### src/rtl/wb_pkg.sv
// Shared Wishbone definitions for the initiator port and the memory responder.
package wb_pkg;

  localparam int unsigned WB_DATA_WIDTH = 32;
  localparam int unsigned WB_ADDR_WIDTH = 16;

  typedef enum logic [1:0] {
    IDLE,
    BUS,
    RESP
  } wb_state_e;

endpackage

### src/rtl/wb_master_port_if.sv
// Request/response channels plus the Wishbone classic signals of the initiator.
interface wb_master_port_if
  import wb_pkg::*;
#(
  parameter int unsigned DATA_WIDTH = WB_DATA_WIDTH,
  parameter int unsigned ADDR_WIDTH = WB_ADDR_WIDTH
) ();

  logic                  req_valid;
  logic                  req_ready;
  logic                  req_we;
  logic [ADDR_WIDTH-1:0] req_addr;
  logic [DATA_WIDTH-1:0] req_wdata;

  logic                  resp_valid;
  logic                  resp_ready;
  logic [DATA_WIDTH-1:0] resp_rdata;
  logic                  resp_err;

  logic [ADDR_WIDTH-1:0] wb_adr_o;
  logic [DATA_WIDTH-1:0] wb_dat_o;
  logic                  wb_we_o;
  logic                  wb_stb_o;
  logic                  wb_cyc_o;
  logic [DATA_WIDTH-1:0] wb_dat_i;
  logic                  wb_ack_i;
  logic                  wb_err_i;

  // View of the initiator port itself.
  modport master (
    input  req_valid, req_we, req_addr, req_wdata, resp_ready,
           wb_dat_i, wb_ack_i, wb_err_i,
    output req_ready, resp_valid, resp_rdata, resp_err,
           wb_adr_o, wb_dat_o, wb_we_o, wb_stb_o, wb_cyc_o
  );

  // View of whoever drives requests and plays the Wishbone responder.
  modport slave (
    output req_valid, req_we, req_addr, req_wdata, resp_ready,
           wb_dat_i, wb_ack_i, wb_err_i,
    input  req_ready, resp_valid, resp_rdata, resp_err,
           wb_adr_o, wb_dat_o, wb_we_o, wb_stb_o, wb_cyc_o
  );

endinterface

### src/rtl/wb_timeout_ctr.sv
// Clear/enable cycle counter flagging the last cycle before a bus timeout.
module wb_timeout_ctr #(
  parameter int unsigned WIDTH = 16,
  parameter int unsigned LIMIT = 255
) (
  input  logic clk,
  input  logic rst_n,
  input  logic clr,
  input  logic en,
  output logic tc
);

  logic [WIDTH-1:0] count;

  // Count cycles spent waiting; clear has priority over enable.
  always_ff @(posedge clk or negedge rst_n) begin
    if (!rst_n) begin
      count <= '0;
    end else if (clr) begin
      count <= '0;
    end else if (en) begin
      count <= count + 1'b1;
    end
  end

  assign tc = (count == WIDTH'(LIMIT - 1));

endmodule

### src/rtl/wb_master_port.sv
// Wishbone classic initiator: one single-beat cycle per request, with timeout.
module wb_master_port
  import wb_pkg::*;
#(
  parameter int unsigned DATA_WIDTH     = WB_DATA_WIDTH,
  parameter int unsigned ADDR_WIDTH     = WB_ADDR_WIDTH,
  parameter int unsigned TIMEOUT_CYCLES = 255,
  parameter int unsigned TO_WIDTH       = 16
) (
  input logic               clk,
  input logic               rst_n,
  wb_master_port_if.master  bus
);

  wb_state_e state, state_nxt;

  logic                  accept;
  logic                  term_err;
  logic                  term_ack;
  logic                  term;
  logic                  to_tc;
  logic [DATA_WIDTH-1:0] rdata_nxt;

  logic [ADDR_WIDTH-1:0] adr_q;
  logic [DATA_WIDTH-1:0] dat_q;
  logic                  we_q;
  logic                  cyc_q;
  logic                  resp_valid_q;
  logic                  resp_err_q;
  logic [DATA_WIDTH-1:0] rdata_q;

  wb_timeout_ctr #(
    .WIDTH (TO_WIDTH),
    .LIMIT (TIMEOUT_CYCLES)
  ) u_timeout (
    .clk   (clk),
    .rst_n (rst_n),
    .clr   (accept),
    .en    (state == BUS),
    .tc    (to_tc)
  );

  // State register.
  always_ff @(posedge clk or negedge rst_n) begin
    if (!rst_n) begin
      state <= IDLE;
    end else begin
      state <= state_nxt;
    end
  end

  // Next-state selection.
  always_comb begin
    state_nxt = state;
    unique case (state)
      IDLE:    if (accept)          state_nxt = BUS;
      BUS:     if (term)            state_nxt = RESP;
      RESP:    if (bus.resp_ready)  state_nxt = IDLE;
      default:                      state_nxt = IDLE;
    endcase
  end

  // Handshake and termination decode; err beats ack, ack beats timeout.
  always_comb begin
    bus.req_ready = rst_n && (state == IDLE);
    accept        = bus.req_ready && bus.req_valid;
    term_err      = (state == BUS) && (bus.wb_err_i || (!bus.wb_ack_i && to_tc));
    term_ack      = (state == BUS) && !bus.wb_err_i && bus.wb_ack_i;
    term          = term_err || term_ack;
    rdata_nxt     = '0;
    if (term_ack && !we_q) begin
      rdata_nxt = bus.wb_dat_i;
    end
  end

  // Registered bus and response outputs.
  always_ff @(posedge clk or negedge rst_n) begin
    if (!rst_n) begin
      adr_q        <= '0;
      dat_q        <= '0;
      we_q         <= 1'b0;
      cyc_q        <= 1'b0;
      resp_valid_q <= 1'b0;
      resp_err_q   <= 1'b0;
      rdata_q      <= '0;
    end else begin
      if (accept) begin
        adr_q <= bus.req_addr;
        dat_q <= bus.req_wdata;
        we_q  <= bus.req_we;
        cyc_q <= 1'b1;
      end
      if (term) begin
        cyc_q        <= 1'b0;
        resp_valid_q <= 1'b1;
        resp_err_q   <= term_err;
        rdata_q      <= rdata_nxt;
      end
      if ((state == RESP) && bus.resp_ready) begin
        resp_valid_q <= 1'b0;
      end
    end
  end

  assign bus.wb_adr_o   = adr_q;
  assign bus.wb_dat_o   = dat_q;
  assign bus.wb_we_o    = we_q;
  assign bus.wb_cyc_o   = cyc_q;
  assign bus.wb_stb_o   = cyc_q;
  assign bus.resp_valid = resp_valid_q;
  assign bus.resp_err   = resp_err_q;
  assign bus.resp_rdata = rdata_q;

endmodule

### src/flat_wrapper.sv
// flat-port wrapper written by rule: the top's interface ports become plain ports
module wb_master_port_flat import wb_pkg::*;
#(
  parameter int unsigned DATA_WIDTH     = WB_DATA_WIDTH,
  parameter int unsigned ADDR_WIDTH     = WB_ADDR_WIDTH,
  parameter int unsigned TIMEOUT_CYCLES = 255,
  parameter int unsigned TO_WIDTH       = 16
)
  (clk, rst_n, bus_req_valid, bus_req_we, bus_req_addr, bus_req_wdata, bus_resp_ready, bus_wb_dat_i, bus_wb_ack_i, bus_wb_err_i, bus_req_ready, bus_resp_valid, bus_resp_rdata, bus_resp_err, bus_wb_adr_o, bus_wb_dat_o, bus_wb_we_o, bus_wb_stb_o, bus_wb_cyc_o);
  wb_master_port_if #(.DATA_WIDTH(DATA_WIDTH), .ADDR_WIDTH(ADDR_WIDTH)) bus_i ();
  input logic clk;
  input logic rst_n;
  input wire logic [$bits(bus_i.req_valid)-1:0] bus_req_valid;
  input wire logic [$bits(bus_i.req_we)-1:0] bus_req_we;
  input wire logic [$bits(bus_i.req_addr)-1:0] bus_req_addr;
  input wire logic [$bits(bus_i.req_wdata)-1:0] bus_req_wdata;
  input wire logic [$bits(bus_i.resp_ready)-1:0] bus_resp_ready;
  input wire logic [$bits(bus_i.wb_dat_i)-1:0] bus_wb_dat_i;
  input wire logic [$bits(bus_i.wb_ack_i)-1:0] bus_wb_ack_i;
  input wire logic [$bits(bus_i.wb_err_i)-1:0] bus_wb_err_i;
  output wire logic [$bits(bus_i.req_ready)-1:0] bus_req_ready;
  output wire logic [$bits(bus_i.resp_valid)-1:0] bus_resp_valid;
  output wire logic [$bits(bus_i.resp_rdata)-1:0] bus_resp_rdata;
  output wire logic [$bits(bus_i.resp_err)-1:0] bus_resp_err;
  output wire logic [$bits(bus_i.wb_adr_o)-1:0] bus_wb_adr_o;
  output wire logic [$bits(bus_i.wb_dat_o)-1:0] bus_wb_dat_o;
  output wire logic [$bits(bus_i.wb_we_o)-1:0] bus_wb_we_o;
  output wire logic [$bits(bus_i.wb_stb_o)-1:0] bus_wb_stb_o;
  output wire logic [$bits(bus_i.wb_cyc_o)-1:0] bus_wb_cyc_o;
  assign bus_i.req_valid = bus_req_valid;
  assign bus_i.req_we = bus_req_we;
  assign bus_i.req_addr = bus_req_addr;
  assign bus_i.req_wdata = bus_req_wdata;
  assign bus_i.resp_ready = bus_resp_ready;
  assign bus_i.wb_dat_i = bus_wb_dat_i;
  assign bus_i.wb_ack_i = bus_wb_ack_i;
  assign bus_i.wb_err_i = bus_wb_err_i;
  assign bus_req_ready = bus_i.req_ready;
  assign bus_resp_valid = bus_i.resp_valid;
  assign bus_resp_rdata = bus_i.resp_rdata;
  assign bus_resp_err = bus_i.resp_err;
  assign bus_wb_adr_o = bus_i.wb_adr_o;
  assign bus_wb_dat_o = bus_i.wb_dat_o;
  assign bus_wb_we_o = bus_i.wb_we_o;
  assign bus_wb_stb_o = bus_i.wb_stb_o;
  assign bus_wb_cyc_o = bus_i.wb_cyc_o;
  wb_master_port #(.DATA_WIDTH(DATA_WIDTH), .ADDR_WIDTH(ADDR_WIDTH), .TIMEOUT_CYCLES(TIMEOUT_CYCLES), .TO_WIDTH(TO_WIDTH)) u_core (.clk(clk), .rst_n(rst_n), .bus(bus_i));
endmodule
### config.mk
export PLATFORM = sky130hd
export DESIGN_NAME = wb_master_port_flat
export DESIGN_NICKNAME = d
export VERILOG_FILES = /design/src/rtl/wb_pkg.sv /design/src/rtl/wb_master_port_if.sv /design/src/rtl/wb_timeout_ctr.sv /design/src/rtl/wb_master_port.sv /design/src/flat_wrapper.sv
export SDC_FILE = /design/constraint.sdc
export NUM_CORES = 1
export LEC_CHECK = 0
export ABC_AREA = 1
export BUFFER_PORTS_ARGS = -buffer_cell sky130_fd_sc_hd__buf_2
export CORE_MARGIN = 4
export CORE_UTILIZATION = 49
export CTS_CLUSTER_DIAMETER = 60
export DETAILED_ROUTE_END_ITERATION = 10
export GPL_TIMING_DRIVEN = 0
export PLACE_DENSITY = 0.85
export SYNTH_ARGS = -nofsm -noshare
export SYNTH_HDL_FRONTEND = slang
export SYNTH_SLANG_ARGS = --single-unit
### constraint.sdc
create_clock -name clk -period 2 [get_ports clk]
set_input_delay 0.3 -clock clk [delete_from_list [all_inputs] [get_ports clk]]
set_output_delay 0.3 -clock clk [all_outputs]
set_load 0.05 [all_outputs]
---- Word-level counts from Yosys, hierarchy flattened ----
Index checks and enable logic that the tools add are counted.
storage, ports and cells
  register bits after elaboration ......... 102
  input bits .............................. 87
  output and inout bits ................... 86
cells by class
  add/sub/neg operators ................... 1
  eq/ne operators ......................... 6
  mux-type cells .......................... 11
  reductions and logical operators ........ 18
operator list
  kind                     number
  $mux W16                 2
  $mux W32                 1
  $add A16 B1 Y16 const B  1
  $eq A16 B8 Y1 const B    1
  $logic_and A1 B1 Y1      8
  $mux W2                  3
  $pmux W2 S3              1
  $reduce_bool A2 Y1       3
  $mux W1                  4
  $ne A2 B1 Y1 const B     2
  $logic_not A1 Y1         3
  $reduce_and A3 Y1        1
  $eq A2 B1 Y1 const B     1
  $eq A2 B2 Y1 const B     1
  $logic_not A2 Y1         1
  $logic_or A1 B1 Y1       2
  $ne A2 B2 Y1 const B     1

---- Logic depth before layout (Yosys ltp) ----
  depth after elaboration ................. 7
  mapped depth ............................ 12

---- Cells and area by module ----
A second synthesis with hierarchy kept.
unflattened totals
  cells, all modules ...................... 509
  area total of the unflattened synthesis .. 4371.7 um2
by module, submodules not included
  module          instances  cells each  area each (um2)
  wb_master_port  1          379         3427.0
  wb_timeout_ctr  1          130         944.7

---- Worst setup path before layout ----
OpenSTA, ideal clock, no wires.
  kind .................................... register -> register
  start point ............................. register u_core.state[0]
  end point ............................... register u_core.u_timeout.count[3]
  arrival time ............................ 1.774 ns
  data required time ...................... 1.876 ns
  path slack .............................. 0.101 ns
  stages on the path, launching flop included .. 6
  path buffers ............................ 1
  path through ............................ dfrtp_1 > nor3b_2 > nand2_2 > inv_2 > buf_4 > nor3_1
between the ends
  word-level cells in the longest chain between the ends .. 4
RTL lines
  what                                                   line                  RTL
  start: declaration                                     wb_master_port.sv:15  wb_state_e state, state_nxt;
  start signal: assignment                               wb_master_port.sv:48  state <= state_nxt;
  $logic_not A2 Y1 *                                     wb_master_port.sv:65  bus.req_ready = rst_n && (state == IDLE);
  $logic_and A1 B1 Y1 *                                  wb_master_port.sv:65
  named net bus_req_ready                                flat_wrapper.sv:21    output wire logic [$bits(bus_i.req_ready)-1:0] bus_req_ready;
  $logic_and A1 B1 Y1 *                                  wb_master_port.sv:66  accept = bus.req_ready && bus.req_valid;
  $mux W16 / $reduce_bool A2 Y1 (equally long branches)  n/a
  end signal: assignment                                 wb_timeout_ctr.sv:22  count <= count + 1'b1;
  end: declaration                                       wb_timeout_ctr.sv:13  logic [WIDTH-1:0] count;
Mark *: on every way through the listed nets, which the timed path passes. The rest lies on a longest branch.
A chain may end at the register's enable or synchronous reset.

---- Final worst setup path ----
  start point ............................. input port rst_n
  end point ............................... output port bus_req_ready
between the ends
  word-level cells in the longest chain between the ends .. 1
RTL lines
  what                 line                  RTL
  start: declaration   flat_wrapper.sv:12    input logic rst_n;
  $logic_and A1 B1 Y1  wb_master_port.sv:65
  end: declaration     flat_wrapper.sv:21
Every way passes these cells.

==> qor.csv <==
stage,metric,value,unit
power,Flop pwr share,33.8,%
clocking,CTS root buf,clkbuf_8,
timing,final setup vio count,0,
timing,Final Worst Setup Slack,0.191,ns
setup_path,crit path launch type,input pin,
die,number of cell rows,34,
setup_path,"Slowest-stage cell, CP",dlygate4sd3_1,
setup_path,worst-path cell chain,dlygate4sd3_1 > buf_4 > nor3b_2 > buf_2,
setup_path,CP max stage delay,0.53,ns
routing,Routed Antenna Nets,0,
setup_path,CP Capture Type,primary output,
layout,Layout Nets,790,
logic_synthesis,top cell type's share of synthesized area,56.7,%
timing,worst hold slack,0.129,ns
placement,HPWL after DPL,8950,microns
logic_synthesis,ys flop type,dfrtp_1,
logic_synthesis,"FF+latch count, synth",102,
timing,clock skew,0.0165,ns
logic_synthesis,Post-synth EDFFs,0,
timing,Max Freq,553,MHz
setup_path,worst r2r dst,u_core.bus.resp_rdata[22]$_DFFE_PN0P_,
job,Max-Cap Viols,0,
global_route,first-pass GRT wire length,19900,microns
setup_path,"delay-heaviest family, CP",buffers and inverters,
die,die extent in x,104,microns
logic_synthesis,Post-synth top cells,"220 x nand2_1, 102 x dfrtp_1, 46 x nand3_1, 28 x nand3_2, 27 x nor2_1",
clocking,cts bufs inserted,9,
clocking,CTS tree,done,
clocking,Worst-Skew Late Latency,0.36,ns
logic_synthesis,post-synthesis sequential area ratio,56.7,%
die,die height,104,microns
die,IO Count,173,
logic_synthesis,Ys Warns,0,
timing,Slew HR,46.9,%
placement,cell count after placement,794,
routing,First DRT Iteration DRCs,158,
logic_synthesis,library cells used by synthesis,30,
setup_path,Worst setup startpoint,rst_n,
setup_path,Setup crit end,bus_req_ready,
timing,max-slew violations,0,
die,core area,8850,sq um
clocking,clk sinks,102,
timing,Final Cycle Share,90.4,%
die,initial cell density of the core,50.9,%
logic_synthesis,Syn Inst Count,513,
power,Int Pwr,4620,uW
power,clock share of power,13.8,%
clocking,Clock H-tree levels,3,
placement,Final Wtd Congestion,0.909,
power,P_leak,0.00333,uW
routing,drt wl/cell,14.5,microns
global_route,total gr overflow,0,
setup_path,Critical Path Stages,4,
timing,Least-Margin Pin Slew,0.794,ns
clocking,Resized Gates After CTS,0,
power,Sw Ratio,53.3,%
setup_path,critical path peak fanout,5,
layout,Non-Filler Instances,814,
timing,RSZ-0062 raised after global routing,no,
global_route,number of global-route vias before repair,4197,
logic_synthesis,"FFs w/ async S/R, synth",100,%
logic_synthesis,Post-Syn Area,4500,sq um
setup_path,worst reg-to-reg setup slack,0.38,ns
worst_hold_path,hold_sp,bus_req_wdata[12],
global_route,largest net degree at the start of global routing,56,
routing,Avg Vias per Cell,5.02,
global_route,overall routing resource usage,22.2,%
power,Max IR drop VDD,1.50,mV
layout,ant diodes,0,
global_route,initial antenna violation count,0,
placement,Placement Setup Slack,-0.0461,ns
setup_path,WP buf/inv,3,
timing,min cycle time layout,1.81,ns
routing,via count,4088,
routing,post-route DRC violation count,0,
clocking,clk buf depth,2,
layout,synthesis-to-finish area growth,28.5,%
logic_synthesis,Mapped Avg Cell Area,8.78,sq um
timing,"Hold Vio Cnt, Final",0,
setup_path,CP arrival,1.51,ns
setup_path,"Req. time, crit path",1.70,ns
routing,DRT Pass-1 Iters,6,
routing,final WL,11800,microns
logic_synthesis,synth top area cells,"dfrtp_1 57%, nand2_1 18%, nand3_2 6.2%, nand3_1 5.1%, nor2_1 2.3%",
setup_path,crit path kind,in2out,
placement,PortBufs,172,
clocking,Clock transition at path regs,0.11,ns
worst_hold_path,class of the worst hold path,in2reg,
layout,share of cells above drive strength 1,34.8,%
setup_path,FF-to-FF Start,u_core.u_timeout.count[0]$_DFFE_PN0P_,
die,die area,10800,sq um
timing,final setup TNS,0,ns
power,Gate power share,52.4,%
power,Power Density,1710,nW/um^2
logic_synthesis,dominant cell type by area after synthesis,dfrtp_1,
logic_synthesis,total nets after synthesis,602,
logic_synthesis,top-count cell post-synth,nand2_1,
clocking,setup repair bufs after CTS,0,
run_status,status,completed,
setup_path,worst-case reg-to-reg path depth,12,
power,net switching power,5270,uW
[cell type report]
type | count | area, sq um
buffer | 24 | 151
inverter | 26 | 97.6
multi-input combinational | 361 | 1700
clock buffer | 11 | 141
fill | 717 | 3060
timing repair buffer | 177 | 941
sequential | 102 | 2550
clock inverter | 5 | 66.3
tap | 108 | 135
[how the worst min path moves through the flow]
stage                                           endpoint  slack (ns)  depth (start not counted)
floorplan                u_core.bus.resp_err$_DFFE_PN0P_       0.004                          0
global placement     u_core.bus.wb_dat_o[21]$_DFFE_PN0P_        0.46                          2
detailed placement  u_core.bus.resp_rdata[7]$_DFFE_PN0P_        0.36                          1
CTS                 u_core.bus.resp_rdata[7]$_DFFE_PN0P_       -0.03                          1
global route          u_core.bus.wb_dat_o[5]$_DFFE_PN0P_        0.12                          3
finish               u_core.bus.wb_dat_o[12]$_DFFE_PN0P_        0.13                          3
[flip-flops by register name, indices dropped and copies added, names as in the netlist]
signal                  flops
u_core.state                2
u_core.bus.resp_rdata      32
u_core.bus.wb_dat_o        32
u_core.bus.wb_we_o          1
u_core.bus.resp_err         1
u_core.bus.resp_valid       1
u_core.bus.wb_adr_o        16
u_core.bus.wb_cyc_o         1
u_core.u_timeout.count     16
[power by group through the flow]
stage,sequential [uW],combinational [uW],clock (uW)
after global routing,3440,5510,1460
after floorplan,5930,1270,0
after detailed placement,3340,5220,0
final,3340,5190,1360
after global placement,3320,5100,0
after CTS,3330,5210,1370
[layout by cell type, fill, tap and decap left out, types with 3 or more instances in the layout]
cell           Yosys  routed
nand2_1          220     220
buf_2              4     175
dfrtp_1          102     102
nand3_1           46      46
nand3_2           28      28
nor2_1            27      27
inv_1             20      20
a21oi_1           11      11
buf_4              9      10
clkbuf_8           0      10
clkbuf_1           8       9
o21ai_0            6       6
inv_2              5       5
nor3_1             4       4
nand2_2            3       3
buf_6              3       3
dlygate4sd3_1      0       3
[kinds of logic (layout without fill, tap and decap cells)]
logic type	after synthesis	count (layout)	synth area share, %
AND/OR/NAND/NOR	337	337	34.5
flip-flops	102	102	56.7
buffers and inverters	50	243	5.53
AO/OA/AOI/OAI	22	22	2.67
adder cells (fa/ha/maj)	2	2	0.556
[tightest hold or removal path, stage by stage]
cell	delay [ns]
buf_2	0.07
nand2_1	0.04
nand2_1	0.05
[per-stage QoR]
stage / util (%) / area, sq um / power (uW)
detailed placement: 62.5 / 5530 / 8560
global placement: 62.1 / 5500 / 8420
CTS: 64.8 / 5740 / 9920
finish: 65.4 / 5790 / 9890
global route: 65.4 / 5790 / 10400
floorplan: - / 4500 / 7200
[layer usage]
layer | up-vias | part of all wire [%] | global-route usage (%)
met1 | 1934 | 41 | 27.2
met2 | 148 | 50 | 38.3
met4 | 0 | 1.6 | 6.65
met5 | - | 0 | 0
li1 | 1991 | - | -
met3 | 15 | 7.4 | 6.08
No activity file was read; power rests on OpenSTA's default activity.
